<file path="config.mk">
export PLATFORM = sky130hd
export DESIGN_NAME = window_request_sequencer_flat
export DESIGN_NICKNAME = d
export VERILOG_FILES = /design/src/rtl/window_request_sequencer_if.sv /design/src/rtl/window_request_sequencer.sv /design/src/flat_wrapper.sv
export SDC_FILE = /design/constraint.sdc
export NUM_CORES = 1
export LEC_CHECK = 0
export ABC_CLOCK_PERIOD_IN_PS = 2250
export CORE_MARGIN = 2
export CORE_UTILIZATION = 40
export CTS_BUF_LIST = sky130_fd_sc_hd__clkbuf_8 sky130_fd_sc_hd__clkbuf_16
export DETAILED_ROUTE_END_ITERATION = 10
export SKIP_LAST_GASP = 1
export SLEW_MARGIN = 20
export SYNTH_ARGS = -nofsm -noshare
export SYNTH_HDL_FRONTEND = slang
export SYNTH_SLANG_ARGS = --single-unit
export TNS_END_PERCENT = 10
</file>
<file path="constraint.sdc">
create_clock -name clk -period 2.25 [get_ports clk]
set_clock_uncertainty 0.1 [all_clocks]
set_input_delay 0.45 -clock clk [delete_from_list [all_inputs] [get_ports clk]]
set_output_delay 0.45 -clock clk [all_outputs]
set_load 0.01 [all_outputs]
</file>
<file path="src/rtl/window_request_sequencer_if.sv">
// Request / completion handshake bundle for window_request_sequencer.
//   req_valid, req_tag  : request offered by the client
//   req_ready           : sequencer FIFO has room
//   cmp_valid, cmp_tag  : completion offered by the sequencer
//   cmp_timeout         : completion came from the watchdog, not strobe
//   cmp_ready           : client accepts the completion
// master = client side, slave = sequencer side.
interface window_request_sequencer_if #(
  parameter int TAG_W = 4
);
  logic             req_valid;
  logic             req_ready;
  logic [TAG_W-1:0] req_tag;
  logic             cmp_valid;
  logic             cmp_ready;
  logic [TAG_W-1:0] cmp_tag;
  logic             cmp_timeout;

  modport master (
    output req_valid, req_tag, cmp_ready,
    input  req_ready, cmp_valid, cmp_tag, cmp_timeout
  );

  modport slave (
    input  req_valid, req_tag, cmp_ready,
    output req_ready, cmp_valid, cmp_tag, cmp_timeout
  );
endinterface

</file>
<file path="src/rtl/window_request_sequencer.sv">
// Issue stage in front of timing_window_gen. Queues tagged window requests
// in a DEPTH-entry FIFO and issues them one at a time as a one-cycle start
// pulse, then waits for the generator's strobe (or the watchdog) and hands
// the tag back on the completion port. Only one window is ever in flight.
//
// Ports:
//   clk, rst_n : clock, asynchronous active-low reset
//   bus        : request/completion handshakes (slave side)
//   start      : one-cycle pulse to the generator
//   strobe     : window strobe returned by the generator
//   level      : FIFO occupancy
//   busy       : FSM not idle or FIFO not empty
//
// state | meaning
// IDLE  | nothing in flight, waiting for a queued request
// ISSUE | start pulse, head tag latched, FIFO pops, timer cleared
// WAIT  | window in flight, waiting for strobe or watchdog
// CMPL  | completion offered, held until cmp_ready
module window_request_sequencer #(
  parameter int DEPTH   = 4,
  parameter int TAG_W   = 4,
  parameter int TIMEOUT = 15
) (
  input  logic                         clk,
  input  logic                         rst_n,
  window_request_sequencer_if.slave    bus,
  output logic                         start,
  input  logic                         strobe,
  output logic [$clog2(DEPTH+1)-1:0]   level,
  output logic                         busy
);

  localparam int PTR_W = $clog2(DEPTH);
  localparam int LVL_W = $clog2(DEPTH+1);
  localparam int TMR_W = $clog2(TIMEOUT+1);

  typedef enum logic [1:0] {IDLE, ISSUE, WAIT, CMPL} state_t;

  state_t           state;
  logic [TAG_W-1:0] mem [DEPTH];
  logic [PTR_W-1:0] wr_ptr;
  logic [PTR_W-1:0] rd_ptr;
  logic [TMR_W-1:0] timer;
  logic [TAG_W-1:0] cur_tag;
  logic             cmp_valid_q;
  logic             cmp_timeout_q;
  logic             push;
  logic             pop;

  assign bus.req_ready   = (level != LVL_W'(DEPTH));
  assign push            = bus.req_valid && bus.req_ready;
  assign pop             = (state == ISSUE);
  assign bus.cmp_valid   = cmp_valid_q;
  assign bus.cmp_tag     = cur_tag;
  assign bus.cmp_timeout = cmp_timeout_q;
  assign busy            = (state != IDLE) || (level != '0);

  // Storage is not reset: entries are only ever read behind a valid level.
  always_ff @(posedge clk) begin
    if (push) mem[wr_ptr] <= bus.req_tag;
  end

  always_ff @(posedge clk or negedge rst_n) begin
    if (!rst_n) begin
      wr_ptr <= '0;
      rd_ptr <= '0;
      level  <= '0;
    end else begin
      if (push) wr_ptr <= wr_ptr + 1'b1;
      if (pop)  rd_ptr <= rd_ptr + 1'b1;
      case ({push, pop})
        2'b10:   level <= level + 1'b1;
        2'b01:   level <= level - 1'b1;
        default: level <= level;
      endcase
    end
  end

  // start is registered: it is raised on the transition into ISSUE so that
  // it is high for exactly the ISSUE cycle.
  always_ff @(posedge clk or negedge rst_n) begin
    if (!rst_n) begin
      state         <= IDLE;
      start         <= 1'b0;
      timer         <= '0;
      cur_tag       <= '0;
      cmp_valid_q   <= 1'b0;
      cmp_timeout_q <= 1'b0;
    end else begin
      start <= 1'b0;
      case (state)
        IDLE: begin
          if (level != '0) begin
            state <= ISSUE;
            start <= 1'b1;
          end
        end
        ISSUE: begin
          cur_tag <= mem[rd_ptr];
          timer   <= '0;
          state   <= WAIT;
        end
        WAIT: begin
          // strobe wins over a watchdog expiry in the same cycle
          if (strobe) begin
            state         <= CMPL;
            cmp_valid_q   <= 1'b1;
            cmp_timeout_q <= 1'b0;
          end else if (timer == TMR_W'(TIMEOUT)) begin
            state         <= CMPL;
            cmp_valid_q   <= 1'b1;
            cmp_timeout_q <= 1'b1;
          end else begin
            timer <= timer + 1'b1;
          end
        end
        CMPL: begin
          if (bus.cmp_ready) begin
            cmp_valid_q   <= 1'b0;
            cmp_timeout_q <= 1'b0;
            if (level != '0) begin
              state <= ISSUE;
              start <= 1'b1;
            end else begin
              state <= IDLE;
            end
          end
        end
        default: state <= IDLE;
      endcase
    end
  end

endmodule

</file>
<file path="src/flat_wrapper.sv">
// flat-port wrapper written by rule: the top's interface ports become plain ports
module window_request_sequencer_flat 
#(
  parameter int DEPTH   = 4,
  parameter int TAG_W   = 4,
  parameter int TIMEOUT = 15
)
  (clk, rst_n, start, strobe, level, busy, bus_req_valid, bus_req_tag, bus_cmp_ready, bus_req_ready, bus_cmp_valid, bus_cmp_tag, bus_cmp_timeout);
  window_request_sequencer_if #(.TAG_W(TAG_W)) bus_i ();
  input  logic clk;
  input  logic rst_n;
  output logic start;
  input  logic strobe;
  output logic [$clog2(DEPTH+1)-1:0] level;
  output logic busy;
  input wire logic [$bits(bus_i.req_valid)-1:0] bus_req_valid;
  input wire logic [$bits(bus_i.req_tag)-1:0] bus_req_tag;
  input wire logic [$bits(bus_i.cmp_ready)-1:0] bus_cmp_ready;
  output wire logic [$bits(bus_i.req_ready)-1:0] bus_req_ready;
  output wire logic [$bits(bus_i.cmp_valid)-1:0] bus_cmp_valid;
  output wire logic [$bits(bus_i.cmp_tag)-1:0] bus_cmp_tag;
  output wire logic [$bits(bus_i.cmp_timeout)-1:0] bus_cmp_timeout;
  assign bus_i.req_valid = bus_req_valid;
  assign bus_i.req_tag = bus_req_tag;
  assign bus_i.cmp_ready = bus_cmp_ready;
  assign bus_req_ready = bus_i.req_ready;
  assign bus_cmp_valid = bus_i.cmp_valid;
  assign bus_cmp_tag = bus_i.cmp_tag;
  assign bus_cmp_timeout = bus_i.cmp_timeout;
  window_request_sequencer #(.DEPTH(DEPTH), .TAG_W(TAG_W), .TIMEOUT(TIMEOUT)) u_core (.clk(clk), .rst_n(rst_n), .bus(bus_i), .start(start), .strobe(strobe), .level(level), .busy(busy));
endmodule
</file>
==> After elaboration in Yosys (flattened, before gate mapping) <==
Memory sizes are Yosys's and may differ from the RTL's. A register that Yosys moved wholly into a read port is not among the register bits.
Cells that the tools add are included.
{ "totals": {"word_cells": 59, "inputBits": 9, "mem_count": 1, "regBits": 16, "output_inout_bits": 12, "ramBits": 16} }
{ "op_classes": {"n_reduce_logical": 12, "add_sub_neg": 5, "n_mux": 21, "n_eq_ne": 12} }
{ "mem_list": {"columns": ["memory", "depth", "word_bits", "rd", "rd_clocked_by_memory_dff", "wr", "line_no", "rtl"], "rows": [
  ["u_core.mem", 4, 4, 1, 1, 1, "window_request_sequencer.sv:40", "logic [TAG_W-1:0] mem [DEPTH];"]
]} }
{ "op_table": {"columns": ["operator", "n"], "rows": [
  ["two-way mux 1 bit", 9],
  ["AND reduction 3 bit", 3],
  ["two-way mux 2 bit", 4],
  ["two-way mux 4 bit", 2],
  ["one-hot mux 2 bit (4 select lines)", 1],
  ["one-hot mux 4 bit (2 select lines)", 1],
  ["nonzero test 2 bit", 4],
  ["equality test 2 bit, second input constant", 3],
  ["!= test 2 bit, second input constant", 3],
  ["one-hot mux 1 bit (2 select lines)", 3],
  ["one-hot mux 3 bit (2 select lines)", 1],
  ["adder 2 x 1 -> 2 bit, second input constant", 2],
  ["adder 4 x 1 -> 4 bit, second input constant", 1],
  ["equality test 2 x 1 -> 1 bit, second input constant", 2],
  ["equality test 4 bit, second input constant", 1],
  ["adder 3 x 1 -> 3 bit, second input constant", 1],
  ["!= test 3 x 2 -> 1 bit, second input constant", 1],
  ["!= test 3 bit, second input constant", 1],
  ["nonzero test 3 bit", 1],
  ["subtractor 3 x 1 -> 3 bit, second input constant", 1],
  ["logical NOT 2 bit", 1],
  ["!= test 2 x 1 -> 1 bit, second input constant", 1],
  ["logical AND 1 bit", 1],
  ["logical NOT 1 bit", 1],
  ["logical OR 1 bit", 1]
]} }

==> Longest topological paths before layout <==
Gate-level depths: netlist of the first run.
{ "depth": {"word_depth": 4, "mapped_depth": 9, "mapped_depth_nobuf": 9} }

==> Least setup slack after synthesis of the first run <==
OpenSTA, ideal clock, no wires.
{ "synth_timing": {"kind": "reg2reg", "start": "register u_core.level[0]", "end": "register u_core.level[2]", "t_required_ns": 2.022, "setup_time_ns": 0.128, "synth_period_minus_slack_ns": 2.082, "path_stages_with_launch": 10, "n_path_buf": 0, "slack_ns": 0.168, "t_arrival_ns": 1.854, "cell_sequence": "dfrtp_1 nor2_1 nand2_1 and2_1 inv_1 ha_1 fa_1 xnor2_1 nor2_1 xor2_1"} }
{ "synth_between": {"elab_chain_cells": 4, "word_cells_on_any_way": 8, "cone_classes": "add/sub: 2; eq/ne: 3; mux: 1; reduce/logical: 2"} }
{ "synth_rtl": {"columns": ["item", "line_no", "rtl"], "rows": [
  ["from (decl)", "window_request_sequencer.sv:29", "output logic [$clog2(DEPTH+1)-1:0] level,"],
  ["from (signal assigned)", "window_request_sequencer.sv:72", "2'b10: level <= level + 1'b1;"],
  ["from (signal assigned)", "window_request_sequencer.sv:73", "2'b01: level <= level - 1'b1;"],
  ["from (signal assigned)", "window_request_sequencer.sv:74", "default: level <= level;"],
  ["!= test 3 bit *", "window_request_sequencer.sv:50", "assign bus.req_ready = (level != LVL_W'(DEPTH));"],
  ["named net bus_req_ready", "flat_wrapper.sv:19", "output wire logic [$bits(bus_i.req_ready)-1:0] bus_req_ready;"],
  ["logical AND 1 bit *", "window_request_sequencer.sv:51", "assign push = bus.req_valid && bus.req_ready;"],
  ["equality test 2 x 1 -> 1 bit or equality test 2 bit (tied branches)", "window_request_sequencer.sv:71", "case ({push, pop})"],
  ["one-hot mux 3 bit (2 select lines) or nonzero test 2 bit (tied branches)", null, null]
]} }
The timed path passes the listed nets; every way through them passes the cells marked *.
A chain may end at the register's enable or synchronous reset.

==> Worst setup path after layout of the first run <==
{ "layout_timing": {"start": "register u_core.level[1]", "end": "output port bus_req_ready"} }
{ "layout_between": {"elab_chain_cells": 1} }
{ "layout_rtl": {"columns": ["item", "line_no"], "rows": [
  ["!= test 3 bit", "window_request_sequencer.sv:50"],
  ["to (decl)", "flat_wrapper.sv:19"]
]} }
Every way passes these cells.

==> flow_metrics.tcl, run 1 <==
set metrics [dict create \
    status "finished clean" \
    nNetsFinal 170 \
    min_period_over_period_pct 91.7 \
    cp-start-kind "register" \
    detail_route.wl_per_cell_um 13.4 \
    ir_drop_v 0.000586 \
    ys.warnings.count 0 \
    grtUsageMet2_pct 23.8 \
    setup_slack_ns 0.186 \
    drc 0 \
    grt_first_pass_wirelength_um 4730 \
    fin_setup_tns_ns 0 \
    async_reset_ff_share_pct 55.6 \
    antenna_found_initial 0 \
    max_freq_mhz 485 \
    final.fill_count 358 \
    power_frac_comb_pct 42.4 \
    gr-total-overflow 0 \
    clock_latency_ns 0.28 \
    grt_max_degree 21 \
    yosysTopAreaCell "dfrtp_1" \
    synth_area_leaders "dfrtp_1, edfxtp_1, ha_1" \
    grt-busiest-layer "met2" \
    root_buffer "clkbuf_8" \
    avgViaCountPerCell 4.89 \
    crit_arrival_ns 1.51 \
    port_buffers 20 \
    p_sw_share_pct 33.0 \
    power.internal_mw 1.81 \
    drive_above_1_share_pct 20.7 \
    yosys.cell_types.count 26 \
    met3_usage_pct 4.11 \
    syn2layout_area_growth_pct 25.1 \
    hp-class "input port to async pin" \
    crit_type "register to primary output" \
    synthTopCellsByCount "dfrtp_1, edfxtp_1, ha_1" \
    max_cap_violations 0 \
    cp_max_fo 6 \
    io_pins 21 \
    slew_headroom_pct 78.4 \
    p_leak_nw 0.879 \
    final_cell_count_no_fill 200 \
    ant_nets 0 \
    p_clk_share_pct 15.7 \
    syn_nets 136 \
    htreeDepth 2 \
    min_period_ns 2.06 \
    synthCells 115 \
    hold_viol 0 \
    die_y_um 68.2 \
    first_iter_violations 24 \
    die-area_um2 4650 \
    synth-main-ff-cell "dfrtp_1" \
    yosysTopAreaCellShare_pct 30.3 \
    drv_slew 0 \
    rsz0062_at_grt "true" \
    dp_cells 189 \
    die_x_um 68.2 \
    routed_wl_um 2670 \
    numCtsBuffers 5 \
    p_sw_mw 0.891 \
    diodes 0 \
    crit_path_end_kind "primary output" \
    synth-edff-count 16 \
    crit_required_ns 1.70 \
    cts_sinks 36 \
    hpwl_um 1990 \
    power_density_nw_per_um2 1310 \
    gp_congestion 0.793 \
    vias 977 \
    total_power_mw 2.70 \
    syn_avg_cell_area_um2 14.3 \
    clk_pin_slew_ns 0.07 \
    p_seq_share_pct 41.8 \
    cts-hold-fix-buffers 0 \
    use_met1_pct 17.2 \
    seq_area_frac_synth_pct 59.5 \
    ys_seq_elements 36 \
    setup_violations 0 \
    yosysMostFrequentCell "dfrtp_1" \
    tritoncts "done" \
    cts_max_path_buffers 2 \
    dp_slack_ns -0.0440 \
    grt_pass1_vias 1045 \
    grtUsageTotal_pct 14.4 \
    num_rows 23 \
    mappedNetlistArea_um2 1650 \
    core_um2 3970 \
    start_util_pct 41.5 \
    worst_pin_slew_ns 0.324 \
    first_pass_iters 4 \
]
==> flip-flops by register name, summed over array words and instances, names as in the netlist, 2 cells and up <==
name                count
u_core.bus.cmp_tag      4
u_core.wr_ptr           2
u_core.rd_ptr           2
u_core.level            3
u_core.state            2
u_core.timer            4
u_core.mem             16
==> logic make-up (layout without fill, tap and decap cells) <==
| family | Yosys count | count (layout) | synth area share (%) |
|---|---|---|---|
| and+or+nand+nor | 31 | 31 | 9.64 |
| adders and majority gates | 12 | 12 | 9.56 |
| muxes | 11 | 11 | 11.2 |
| DFF | 36 | 36 | 59.5 |
| AOI/OAI and AO/OA | 9 | 9 | 3.64 |
| buffers and inverters | 8 | 43 | 2.28 |
| xor gates and xnor gates | 8 | 8 | 4.25 |
==> worst paths after layout <==
| check | slack [ns] | start | cells past startpoint | to |
|---|---|---|---|---|
| setup / recovery | 0.19 | u_core.level[1] | 3 | bus_req_ready |
| hold / removal | 0.40 | rst_n | 2 | u_core.bus.cmp_timeout |
| setup reg to reg | 0.22 | u_core.level[1] | 9 | u_core.level[2] |
| hold reg to reg | 0.42 | u_core.bus.cmp_tag[3] | 1 | u_core.bus.cmp_tag[3] |
| max in group asynchronous | 1.42 | rst_n | 2 | u_core.level[0] |
| min in group clk | 0.42 | u_core.bus.cmp_tag[3] | 1 | u_core.bus.cmp_tag[3] |
==> critical path, cell delays in order, from the launching register on <==
cell and delay [ns]:
dfrtp_1 0.47, nor2_1 0.06, nand2_1 0.14, clkdlybuf4s50_1 0.56
==> metrics by stage <==
stage,instance area (um2),hold WS (ns),utilization (%)
5_1_grt,2060,0.436,52.0
3_5_place_dp,1940,0.400,48.9
4_1_cts,2030,0.409,51.1
3_3_place_gp,1940,0.390,48.9
6_report,2060,0.401,52.0
2_1_floorplan,1650,0.0544,-
==> timing repair <==
item / in CTS / in global routing
setup buffers: 0 / 3
endpoints found under the setup margin: 1 / 2
resized for setup: 1 / 4
pin swaps: 0 / 0
==> per-layer routing <==
layer | vias to the layer above | routed length [um]
met1 | 477 | 1130
li1 | 480 | -
met5 | - | 0
met3 | 7 | 87
met4 | 0 | 52
met2 | 13 | 1400
==> cell type report <==
type / count / area [um2] / area share (%)
Sequential cell: 36 / 983 / 47.7
Multi-Input combinational cell: 71 / 642 / 31.1
Clock buffer: 5 / 68.8 / 3.34
Tap cell: 50 / 62.6 / 3.03
Inverter: 6 / 22.5 / 1.09
Clock inverter: 3 / 13.8 / 0.667
Timing Repair Buffer: 29 / 270 / 13.1
==> power groups by stage <==
stage	Sequential (mW)	Clock, mW	Combinational (mW)
floorplan	1.11	0	0.744
global placement	1.12	0	1.10
detailed placement	1.13	0	1.12
CTS	1.12	0.438	1.13
global route	1.17	0.474	1.30
finish	1.13	0.425	1.15
==> layout by cell type, fill, tap and decap left out, drive strengths merged, types with 2 or more instances in the layout <==
cell type,count
nand2,7
nand3,7
o2bb2ai,3
edfxtp,16
clkdlybuf4s50,19
nor3,2
mux2,7
dfrtp,20
clkbuf,5
buf,9
xor2,4
clkinv,3
xnor2,4
a21oi,4
and3,5
nor2,4
nor2b,2
nand2b,2
inv,6
mux4,4
ha,11
(Power assumes the default switching activity.)
==> run 2: changes to the inputs <==
--- a/config.mk
+++ b/config.mk
@@ -9,6 +9,7 @@
 export CORE_MARGIN = 2
 export CORE_UTILIZATION = 40
 export CTS_BUF_LIST = sky130_fd_sc_hd__clkbuf_8 sky130_fd_sc_hd__clkbuf_16
+export CTS_CLUSTER_DIAMETER = 120
 export DETAILED_ROUTE_END_ITERATION = 10
 export SKIP_LAST_GASP = 1
 export SLEW_MARGIN = 20
==> results of run 2 <==
No change in the layout: final DEF, timing and power equal those of run 1.
